==> src/rtl/cpu_defs_pkg.sv <==
// rtl/cpu_defs_pkg.sv - shared widths, opcodes, func codes and FSM encoding for the CPU front end
package cpu_defs;

    localparam int WORD_W     = 16;
    localparam int REG_ADDR_W = 2;

    localparam logic [3:0] OP_ADDI  = 4'h4;
    localparam logic [3:0] OP_JMP   = 4'h9;
    localparam logic [3:0] OP_RTYPE = 4'hF;

    localparam logic [5:0] FUNC_ADD = 6'd0;
    localparam logic [5:0] FUNC_SUB = 6'd1;
    localparam logic [5:0] FUNC_AND = 6'd2;
    localparam logic [5:0] FUNC_OR  = 6'd3;
    localparam logic [5:0] FUNC_HLT = 6'd29;

    localparam logic [1:0] S_IDLE  = 2'd0;
    localparam logic [1:0] S_FETCH = 2'd1;
    localparam logic [1:0] S_ISSUE = 2'd2;
    localparam logic [1:0] S_HALT  = 2'd3;

endpackage

==> src/rtl/instr_decoder.sv <==
// rtl/instr_decoder.sv - combinational split of the IR into register addresses and operand fields
module instr_decoder
    import cpu_defs::*;
#(
    parameter int WORD_W = 16
) (
    input  logic [WORD_W-1:0]     ir,
    input  logic [WORD_W-13:0]    pc_hi,
    output logic [3:0]            opcode,
    output logic [5:0]            func_code,
    output logic [REG_ADDR_W-1:0] read1,
    output logic [REG_ADDR_W-1:0] read2,
    output logic [REG_ADDR_W-1:0] write_reg,
    output logic [WORD_W-1:0]     imm_ext,
    output logic [WORD_W-1:0]     jmp_target
);

    assign opcode     = ir[15:12];
    assign func_code  = ir[5:0];
    assign read1      = ir[11:10];
    assign read2      = ir[9:8];
    // R-type writes rd; every other format writes back into rt
    assign write_reg  = (ir[15:12] == OP_RTYPE) ? ir[7:6] : ir[9:8];
    assign imm_ext    = {{(WORD_W-8){ir[7]}}, ir[7:0]};
    assign jmp_target = {pc_hi, ir[11:0]};

endmodule

==> src/rtl/fetch_decode_unit.sv <==
// rtl/fetch_decode_unit.sv - PC/IR owner: fetches one instruction, holds it until execute retires it
module fetch_decode_unit #(
    parameter int          WORD_W   = 16,
    parameter logic [15:0] RESET_PC = 16'h0000,
    parameter logic [5:0]  HLT_FUNC = 6'd29
) (
    input  logic              clk,
    input  logic              reset_n,
    output logic              read_m,
    output logic [WORD_W-1:0] address,
    input  logic [WORD_W-1:0] data,
    input  logic              input_ready,
    input  logic              ex_done,
    input  logic              branch_taken,
    input  logic [WORD_W-1:0] branch_target,
    output logic              instr_valid,
    output logic [3:0]        opcode,
    output logic [5:0]        func_code,
    output logic [1:0]        read1,
    output logic [1:0]        read2,
    output logic [1:0]        write_reg,
    output logic [WORD_W-1:0] imm_ext,
    output logic [WORD_W-1:0] jmp_target,
    output logic [WORD_W-1:0] pc,
    output logic [WORD_W-1:0] num_inst,
    output logic              halted
);

    import cpu_defs::*;

    localparam logic [WORD_W-1:0] ONE = {{(WORD_W-1){1'b0}}, 1'b1};

    logic [1:0]        state;
    logic [WORD_W-1:0] pc_q;
    logic [WORD_W-1:0] ir;
    logic [WORD_W-1:0] num_inst_q;
    logic              is_halt;

    instr_decoder #(.WORD_W(WORD_W)) u_decoder (
        .ir         (ir),
        .pc_hi      (pc_q[WORD_W-1:12]),
        .opcode     (opcode),
        .func_code  (func_code),
        .read1      (read1),
        .read2      (read2),
        .write_reg  (write_reg),
        .imm_ext    (imm_ext),
        .jmp_target (jmp_target)
    );

    assign is_halt = (opcode == OP_RTYPE) && (func_code == HLT_FUNC);

    // reset_n is an active-high asynchronous reset despite its name
    always_ff @(posedge clk or posedge reset_n) begin
        if (reset_n) begin
            state      <= S_IDLE;
            pc_q       <= RESET_PC[WORD_W-1:0];
            ir         <= '0;
            num_inst_q <= '0;
        end else begin
            case (state)
                S_IDLE: state <= S_FETCH;
                S_FETCH: begin
                    if (input_ready) begin
                        ir    <= data;
                        state <= S_ISSUE;
                    end
                end
                S_ISSUE: begin
                    if (ex_done) begin
                        num_inst_q <= num_inst_q + ONE;
                        // a retiring halt freezes pc even if a branch is flagged
                        if (is_halt) begin
                            state <= S_HALT;
                        end else begin
                            state <= S_FETCH;
                            pc_q  <= branch_taken ? branch_target : pc_q + ONE;
                        end
                    end
                end
                default: state <= S_HALT;
            endcase
        end
    end

    assign read_m      = (state == S_FETCH);
    assign instr_valid = (state == S_ISSUE);
    assign halted      = (state == S_HALT);
    assign address     = pc_q;
    assign pc          = pc_q;
    assign num_inst    = num_inst_q;

endmodule

==> config.mk <==
export PLATFORM = sky130hd
export DESIGN_NAME = fetch_decode_unit
export DESIGN_NICKNAME = d
export VERILOG_FILES = /design/src/rtl/cpu_defs_pkg.sv /design/src/rtl/instr_decoder.sv /design/src/rtl/fetch_decode_unit.sv
export SDC_FILE = /design/constraint.sdc
export NUM_CORES = 1
export LEC_CHECK = 0
export BUFFER_PORTS_ARGS = -buffer_cell sky130_fd_sc_hd__buf_2
export CAP_MARGIN = 40
export CORE_MARGIN = 2
export CORE_UTILIZATION = 30
export DETAILED_ROUTE_END_ITERATION = 12
export HOLD_SLACK_MARGIN = 0.1
export REMOVE_ABC_BUFFERS = 1
export SLEW_MARGIN = 10
export SYNTH_ARGS = -nofsm -noshare
export SYNTH_HDL_FRONTEND = slang
export SYNTH_SLANG_ARGS = --single-unit
==> constraint.sdc <==
create_clock -name clk -period 1.5 [get_ports clk]
set_input_delay 0.15 -clock clk [delete_from_list [all_inputs] [get_ports clk]]
set_output_delay 0.15 -clock clk [all_outputs]
set_load 0.03 [all_outputs]
==> impl_metrics.csv <==
group,metric,value,unit
global_routing,grt_pass1_wl,12100,um
placed_design,dp_cells,545,
placed_design,hpwl,5550,um
floorplanning,die-width,102,um
critical_path,cpMaxStageDelayCell,"or4_4",
sta,setup_viol_count_final,11,
floorplanning,start_util,31.0,%
critical_path,crit_buf_inv,1,
sta,slew-limit-headroom,63.9,%
clocking,clk_path_buf_depth,2,
drt,routedWlPerCell,13.8,um
drt,route.met3.wl,549,um
power_and_ir_drop,ir_drop,1.40,mV
critical_path,critPathTopFamily,"simple AND/OR/NAND/NOR gates",
clocking,cts_tree,"built",
sta,grt_setup_unrepaired,"true",
drt,vias_per_cell,4.68,
critical_path,r2r_cells,5,
final_layout,diodes,0,
sta,finalCritPeriodShare,106,%
hold_path,hold_path_class,"in -> reg",
logic_synthesis,ys_ff_latch,50,
floorplanning,die_y,102,um
critical_path,crit_type,"reg -> reg",
floorplanning,io_pins,136,
sta,hold_ws,0.130,ns
final_layout,fillers,896,
placed_design,io_buffer_count,135,
logic_synthesis,syn_area,2880,um^2
placed_design,place_congestion,0.804,
placed_design,pre_cts_ws,-0.0752,ns
sta,setup_ws,-0.0842,ns
final_layout,nets,496,
drt,drt_iter0_drc,65,
final_layout,area_delta_synth_final,49.4,%
global_routing,grt_pass1_vias,2585,
clocking,htree_num_levels,2,
logic_synthesis,synth_top_cell_area_share,43.5,%
power_and_ir_drop,p_per_area,1680,nW/um^2
floorplanning,die_area,10400,um^2
logic_synthesis,synth-async-reset-ratio,100,%
logic_synthesis,synth_most_common_cell,"dfrtp_1",
critical_path,critPathMaxFanout,5,
clocking,numCtsBuffers,5,
hold_path,holdPathStages,3,
global_routing,antenna_found_initial,1,
final_layout,stdcell_count,587,
critical_path,cp_cell_sequence,"nand4b_4 -> or4_4 -> buf_4 -> nor2_4 -> xor2_1",
logic_synthesis,yosysTopAreaCell,"dfrtp_1",
drt,route.detailed.drc,0,
critical_path,cp_slowest_stage_delay,0.55,ns
floorplanning,num_rows,35,
outcome,violations,"setup timing",
critical_path,critPathCaptureType,"flop",
drt,wl_met1,3600,um
logic_synthesis,synth.avg_cell_area,9.86,um^2
clocking,clock_sinks,50,
power_and_ir_drop,p_leak,2.19,nW
global_routing,grt_max_degree,30,
critical_path,cp.depth,5,
drt,highest_layer,"met5",
global_routing,gr-usage-all-layers,14.4,%
clocking,clk_pin_slew,0.10,ns
drt,dr_total_vias,2746,
clocking,cts_root_buffer,"clkbuf_8",
critical_path,start_kind,"flop",
sta,hold_violations,0,
placed_design,placed_area,3690,um^2
drt,routed_wl,8110,um
global_routing,grt_remaining_overflow,0,
final_layout,drive_gt1_share,56.6,%
logic_synthesis,yosys_warnings,0,
logic_synthesis,postSynthCellCount,292,
drt,drtPass1Iterations,4,
logic_synthesis,synth.distinct_cells,54,
sta,slew_violations,0,
logic_synthesis,synthTopCellsByArea,"dfrtp_1, buf_4, mux2_2, nand2_1, xnor2_1",
clocking,clk_latency,0.30,ns
sta,tightest_slew,0.541,ns
logic_synthesis,synth-main-ff-cell,"dfrtp_1",
drt,wl_met2,3890,um
logic_synthesis,seq_area_frac_synth,43.5,%
job,drv_cap,0,
outcome,status,"finished, violations left",
logic_synthesis,synth_edf_count,0,
final_layout,design_area,4300,um^2
sta,setup_tns,-0.240,ns
floorplanning,coreArea,9280,um^2
drt,detail-route-antenna-nets,0,
sta,fin_crit,1.58,ns
sta,worst_clock_skew,0.0125,ns
sta,fmax,631,MHz
logic_synthesis,synth_common_cells,"dfrtp_1, buf_4, nand2_1, mux2_2, o21ai_0",
critical_path,arrival,1.81,ns
critical_path,worstPathRequired,1.73,ns
cell usage in the layout, fill, tap and decap left out, types with 6 or more instances in the layout:
| master | n |
|---|---|
| buf_2 | 132 |
| buf_4 | 56 |
| dfrtp_1 | 50 |
| nand2_1 | 22 |
| dlygate4sd3_1 | 18 |
| mux2_2 | 16 |
| nor2_1 | 11 |
| xnor2_1 | 10 |
| a21oi_1 | 9 |
| nand3_1 | 9 |
| o21ai_0 | 8 |
| nand4_1 | 8 |
| buf_6 | 7 |
| inv_1 | 6 |
sequential cells by signal (all words and copies together), names as in the netlist:
name	cells
address	16
ir	16
num_inst	16
state	2
metal layers:
metal / GRT usage (%) / vias up
met1: 18.5 / 1303
met4: 3.59 / 2
met3: 3.42 / 9
li1: - / 1313
met5: 0 / -
met2: 24.6 / 119
area by class of cell:
cell class                      count  area, um^2  share of cell area (%)
Timing Repair Buffer              216        1410                    32.7
Multi-Input combinational cell    177        1350                    31.3
Sequential cell                    50        1250                    29.1
Tap cell                          129         161                    3.75
Clock buffer                        5        68.8                    1.60
Clock inverter                      3        40.0                   0.931
Inverter                            7        26.3                   0.611
cell families (layout without fill, tap and decap cells):
kind of cell	after synthesis	in the layout	share of synthesized area, %
xor+xnor	15	15	4.57
buf+inv	66	231	15.0
fa+ha+maj	2	2	0.869
compound gates	52	53	11.8
mux	18	18	6.96
flops	50	50	43.5
simple gates	89	89	17.3
worst register-to-register path: stages (launching register included):
cell,delay [ns]
dfrtp_1,0.41
nand4b_4,0.18
or4_4,0.55
buf_4,0.17
nor2_4,0.07
xor2_1,0.14
per-stage QoR:
step           util, %  power (mW)
6_report          46.3        7.21
5_1_grt           46.3        7.62
4_1_cts           43.6        7.05
3_5_place_dp      39.8        5.94
3_3_place_gp      39.8        5.90
2_1_floorplan        -        4.36
power by group:
group          leakage [nW]  internal (mW)  switching (mW)  total (mW)
clock network        0.0579          0.492           0.471       0.963
registers             0.625           1.70           0.361        2.06
logic                  1.51           1.45            2.73        4.19
path summary, 6_finish.rpt:
kind / startpoint / slack (ns) / endpoint
worst max-delay path: state[0]$_DFFE_PP0P_ / -0.08 / num_inst[9]$_DFFE_PP0P_
worst min-delay path: branch_target[5] / 0.13 / address[5]$_DFFE_PP0P_
worst max register to register: state[0]$_DFFE_PP0P_ / -0.08 / num_inst[9]$_DFFE_PP0P_
worst min register to register: num_inst[15]$_DFFE_PP0P_ / 0.50 / num_inst[15]$_DFFE_PP0P_
max in group asynchronous: reset_n / 0.52 / ir[14]$_DFFE_PP0P_
min in group asynchronous: reset_n / 0.44 / address[11]$_DFFE_PP0P_
repair_timing:
action / CTS / global route
buffers inserted: 3 / 11
gates cloned: 0 / 2
hold endpoints to repair: 37 / 0
gates resized for setup: 12 / 42
hold buffers: 18 / 0
setup endpoints to repair: 28 / 22
pin swaps: 5 / 10
Power figures use the tool's default switching activity.
